$ cat src/rtl/encoder_4to2_pending.sv
// Sequential 4-to-2 priority encoder. Requests are latched into a pending
// register and granted one per load slot, highest index first, with VALID/ACK.
module encoder_4to2_pending #(
    parameter int EDGE_MODE = 1
) (
    input  logic       clk,
    input  logic       rst,
    input  logic       EN,
    input  logic       D3,
    input  logic       D2,
    input  logic       D1,
    input  logic       D0,
    input  logic       ACK,
    output logic       A,
    output logic       B,
    output logic       VALID,
    output logic [3:0] PEND,
    output logic       OVF
);

    logic [3:0] d;
    logic [3:0] prev_d;
    logic [3:0] cap;
    logic [3:0] grant;
    logic [1:0] grant_idx;
    logic       load;
    logic       lost;

    assign d    = {D3, D2, D1, D0};
    assign load = !VALID || ACK;

    generate
        if (EDGE_MODE != 0) begin : g_edge
            assign cap  = d & ~prev_d & {4{EN}};
            assign lost = |(cap & PEND & ~grant);
        end else begin : g_level
            // A held line re-captures every cycle, so losing one is expected.
            assign cap  = d & {4{EN}};
            assign lost = 1'b0;
        end
    endgenerate

    // Priority is resolved on the pending set at grant time, not capture time.
    always_comb begin
        grant     = 4'b0000;
        grant_idx = 2'b00;
        if (load) begin
            casez (PEND)
                4'b1???: begin grant = 4'b1000; grant_idx = 2'd3; end
                4'b01??: begin grant = 4'b0100; grant_idx = 2'd2; end
                4'b001?: begin grant = 4'b0010; grant_idx = 2'd1; end
                4'b0001: begin grant = 4'b0001; grant_idx = 2'd0; end
                default: begin grant = 4'b0000; grant_idx = 2'd0; end
            endcase
        end
    end

    always_ff @(posedge clk) begin
        if (rst) begin
            prev_d <= 4'b0000;
            PEND   <= 4'b0000;
            VALID  <= 1'b0;
            A      <= 1'b0;
            B      <= 1'b0;
            OVF    <= 1'b0;
        end else begin
            prev_d <= d;
            // Set wins: a capture on the bit being granted re-pends it.
            PEND   <= (PEND & ~grant) | cap;
            if (load) begin
                if (PEND != 4'b0000) begin
                    {A, B} <= grant_idx;
                    VALID  <= 1'b1;
                end else begin
                    VALID  <= 1'b0;
                end
            end
            if (lost)
                OVF <= 1'b1;
        end
    end

endmodule

$ cat config.mk
export PLATFORM = sky130hd
export DESIGN_NAME = encoder_4to2_pending
export DESIGN_NICKNAME = d
export VERILOG_FILES = /design/src/rtl/encoder_4to2_pending.sv
export SDC_FILE = /design/constraint.sdc
export NUM_CORES = 1
export LEC_CHECK = 0
export BUFFER_PORTS_ARGS = -buffer_cell sky130_fd_sc_hd__buf_2
export CAP_MARGIN = 25
export CORE_AREA = 10 10 47 49
export CTS_CLUSTER_DIAMETER = 100
export DETAILED_ROUTE_END_ITERATION = 16
export DIE_AREA = 0 0 57 59
export HOLD_SLACK_MARGIN = 0.05
export PLACE_DENSITY = 0.61
export SLEW_MARGIN = 25
export SYNTH_ARGS = -nofsm -noshare
export SYNTH_HDL_FRONTEND = slang
export SYNTH_SLANG_ARGS = --single-unit
$ cat constraint.sdc
create_clock -name clk -period 1.15 [get_ports clk]
set_clock_uncertainty 0.05 [all_clocks]
set_input_delay 0.115 -clock clk [delete_from_list [all_inputs] [get_ports clk]]
set_output_delay 0.115 -clock clk [all_outputs]
set_load 0.05 [all_outputs]
# --- After elaboration in Yosys (flattened, before gate mapping) ---
# Index checks and enable logic that the tools add are counted.
word_totals:
  reg_bits: 12
  inputBits: 8
classes:
  eq_ne: 3
  n_mux: 4
  bitwise_logic: 8
  n_reduce_logical: 5
op_table:
  columns: ["op", "count"]
  rows:
  - ["$and A4 B4 Y4", 5]
  - ["$pmux W4 S4", 1]
  - ["$not A4 Y4", 2]
  - ["$pmux W2 S3", 1]
  - ["$eq A4 B1 Y1 const B", 1]
  - ["$mux W4", 1]
  - ["$or A4 B4 Y4", 1]
  - ["$reduce_bool A4 Y1", 1]
  - ["$reduce_or A4 Y1", 1]
  - ["$eq A3 B1 Y1 const B", 1]
  - ["$eq A2 B1 Y1 const B", 1]
  - ["$reduce_and A2 Y1", 1]
  - ["$logic_not A1 Y1", 1]
  - ["$logic_or A1 B1 Y1", 1]
  - ["$mux W1", 1]

# --- Logic depth before layout (Yosys ltp) ---
depth:
  word_depth: 6
  ltp_mapped: 4
  depth_no_buf: 3

# --- Worst setup path after synthesis ---
# OpenSTA, ideal clock, no wires.
synth_timing:
  path_type: "register to register"
  startpoint: "register VALID"
  endpoint: "register OVF"
  setup_ns: 0.060
  arrival_time_ns: 1.275
  path_slack_ns: -0.235
  stages_incl_launch_ff: 5
  path_buffers: 1
  path_cell_list: "dfxtp_1 > nand2b_1 > buf_6 > a311oi_1 > o41a_1"
synth_via:
  elab_chain_cells: 6
synth_lines:
  columns: ["element", "line", "rtl"]
  rows:
  - ["start, declared", "16", "output logic VALID,"]
  - ["start signal, assigned", "62", "VALID <= 1'b0;"]
  - ["start signal, assigned", "73", "VALID <= 1'b1;"]
  - ["start signal, assigned", "75", "VALID <= 1'b0;"]
  - ["$logic_not A1 Y1", "30", "assign load = !VALID || ACK;"]
  - ["$logic_or A1 B1 Y1", "30", null]
  - ["$mux W4", "47", "if (load) begin"]
  - ["$not A4 Y4", "35", "assign lost = |(cap & PEND & ~grant);"]
  - ["$and A4 B4 Y4", "35", null]
  - ["$reduce_or A4 Y1", "35", null]
  - ["end signal, assigned", "65", "OVF <= 1'b0;"]
  - ["end signal, assigned", "79", "OVF <= 1'b1;"]
  - ["end, declared", "18", "output logic OVF"]
# No other way between the ends.
# A chain may end at the register's enable or synchronous reset.

# --- Worst setup path in the final report ---
layout_timing:
  startpoint: "input port D0"
  endpoint: "register OVF"
layout_via:
  elab_chain_cells: 5
layout_lines:
  columns: ["element", "line", "rtl"]
  rows:
  - ["start, declared", "12", "input logic D0,"]
  - ["$and A4 B4 Y4 (2 in series)", "34", "assign cap = d & ~prev_d & {4{EN}};"]
  - ["$and A4 B4 Y4 (2 in series)", "35", null]
  - ["$reduce_or A4 Y1", "35", null]
# No other way between the ends.

==> out/qor.csv <==
stage,metric,value,unit
timing,timing.fmax,0.879,GHz
cts,root_buffer,clkbuf_4,
worst_setup_path,r2r_cells,3,
final_layout,final_cell_mix,"buf_2, dfxtp_1, a21oi_1, inv_1",
floorplanning,io_pins,16,
grt,grt_pass1_wl,2.24,mm
outcome,status,"complete, no violations",
yosys,syn_inst,54,
worst_setup_path,worstSetupEndpointType,flip-flop,
timing,timing.final.crit_share,0.989,
floorplanning,fp.dieH,59,um
yosys,netlist-cell-type-count,21,
worst_setup_path,critPathMaxStageDelay,0.53,ns
final_layout,nets,88,
timing,slew_headroom,0.835,
final_layout,drive_gt1_frac,0.405,
final_layout,register_area,249,sq um
routing,drt-total-wl,1.28,mm
final_layout,syn_to_final_growth,42.0,%
yosys,yosys_warnings,0,
yosys,synth_area,498,sq um
floorplanning,std_cell_rows,14,
cts,cts-buffers-inserted,3,
worst_setup_path,path_class,input port to flip-flop,
final_layout,final_common_cell,buf_2,
worst_hold_path,hp-class,input port to flip-flop,
final_layout,multiInputGateArea,223,sq um
worst_setup_path,crit_arrival,1.25,ns
timing,period_minus_slack,1.14,ns
cts,clockBufferDepth,2,
cts,clkSinkCount,12,
power_and_ir_drop,max-vdd-ir-drop,1.01,mV
cts,clk_transition_reported_paths,0.07,ns
grt,grt_overflow,0,
worst_setup_path,crit_family,buffers and inverters,
final_layout,design_area,707,sq um
floorplanning,core,1400,sq um
yosys,syn-num-nets,62,
routing,dr.first_iter.drc_count,3,
worst_setup_path,required,1.27,ns
timing,timing.final.ws_setup,0.0123,ns
yosys,synth_area_leaders,"dfxtp_1, nor2b_1, a21oi_1",
worst_setup_path,critPathBufInv,2,
routing,vias_per_cell,4.89,
final_layout,antenna_cells,0,
timing,worst_pin_slew,0.246,ns
worst_setup_path,startpoint_type,input port,
yosys,yosysTopAreaCellShare,0.482,
worst_setup_path,reg2reg_to,OVF,
routing,firstDrtPassIters,3,
timing,rsz0062_at_grt,true,
routing,antenna_left,0,
cts,h-tree-depth,1,
worst_setup_path,ff2ff_setup_slack,0.04,ns
floorplanning,dieWidth,57,um
worst_setup_path,worstReg2RegStart,PEND[3],
final_layout,nFillCells,136,
timing,finalHoldViolations,0,
yosys,ys_ff_latch,12,
routing,num_vias,465,
timing,drv_slew,0,
yosys,synth_seq_area_share,0.482,
worst_setup_path,cp_max_fo,2,
grt,antenna_found_initial,0,
worst_setup_path,crit_chain,"dlygate4sd3_1, buf_2, nand3b_1, a311oi_1, o41a_1",
routing,wl_per_cell,13.5,um
placement,place_area,617,sq um
timing,finalSetupViolCount,0,
grt,grt_max_degree,13,
yosys,synth_area_per_cell,9.22,sq um
power_and_ir_drop,power_density,1390,nW/um^2
placement,gp_congestion,0.760,
floorplanning,dieArea,3360,sq um
yosys,synth_largest_area_cell,dfxtp_1,
grt,grt_pass1_vias,532,
worst_hold_path,holdPathStages,3,
final_layout,final_cells,95,
worst_setup_path,crit_slowest_cell,dlygate4sd3_1,
worst_hold_path,hp-start,D1,
grt,grt_use_total,0.0865,
routing,drc_errors,0,
placement,place_inst,87,
cts,clk_latency,0.28,ns
worst_hold_path,min_to,PEND[1],
power_and_ir_drop,p_leak,0.000292,uW
placement,place_ws,-0.00542,ns
run,drv_cap,0,
cts,cts_tree,done,
placement,dp_hpwl,943,um
floorplanning,start_util,0.355,
placement,port_buffers,15,
[cell usage after synthesis]
cell / count
a211oi_1: 2
a21o_1: 1
a21oi_1: 6
a311oi_1: 1
a31o_1: 1
a31oi_1: 1
and2b_4: 1
buf_6: 1
clkbuf_1: 1
dfxtp_1: 12
inv_1: 6
nand2_1: 1
nand2b_1: 1
nand3b_1: 4
nor2_1: 2
nor2_2: 1
nor2b_1: 5
o21ai_0: 2
o21ai_1: 3
o31ai_2: 1
o41a_1: 1
[per-layer routing]
metal	global-route usage	part of all wire	vias to the layer above
li1	-	-	239
met1	0.0893	0.47	206
met2	0.133	0.45	15
met3	0.0515	0.062	5
met4	0.0503	0.021	0
met5	0	0	-
[how the worst max path moves through the flow]
stage               start  slack (ns)  depth (start not counted)  end
floorplan           VALID       -0.08                          4  OVF
global placement    VALID        0.02                          3  OVF
detailed placement  VALID      -0.005                          3  OVF
CTS                 VALID       -0.02                          3  OVF
global route           D0      -0.007                          5  OVF
finish                 D0        0.01                          5  OVF
[logic make-up (layout without fill, tap and decap cells)]
group | count (synthesis) | in the layout | share of synthesized area
AO/OA/AOI/OAI | 19 | 19 | 0.251
buffers and inverters | 8 | 33 | 0.0754
flip-flops | 12 | 12 | 0.482
AND/OR/NAND/NOR | 15 | 15 | 0.191
[through the flow]
step	TNS, ns	total power (uW)	hold slack, ns	util
6_report	0	986	0.0985	0.504
5_1_grt	-0.00707	1040	0.102	0.504
4_1_cts	-0.0188	998	0.0879	0.496
2_1_floorplan	-0.0785	584	0.137	-
3_5_place_dp	-0.00542	640	0.302	0.440
3_3_place_gp	0	637	0.292	0.440
[timing repair]
item                       in CTS  in global routing
resized for setup               1                  5
cloned                          0                  0
hold endpoints to repair        4                  0
setup endpoints to repair       2                  5
setup buffers                   0                  0
hold buffers                    4                  0
[state kept, by name, summed over array words and instances, names as in the netlist]
register / flops
A: 1
B: 1
OVF: 1
PEND: 4
VALID: 1
prev_d: 4
[final cells by class]
cell class,instances,share of cell area
Sequential cell,12,0.352
Multi-Input combinational cell,34,0.315
Timing Repair Buffer,23,0.221
Clock buffer,4,0.0513
Inverter,6,0.0319
Tap cell,16,0.0283
[worst reg2reg max path, stage by stage, from the launching register on]
cell,delay (ns)
dfxtp_2,0.35
nor2_2,0.14
a211oi_1,0.10
o41a_1,0.36
[power breakdown]
part           switching (uW)  internal [uW]
registers                15.1            441
logic                     118           72.9
clock network             146            193
total                     279            707
No activity file was read; power rests on OpenSTA's default activity.
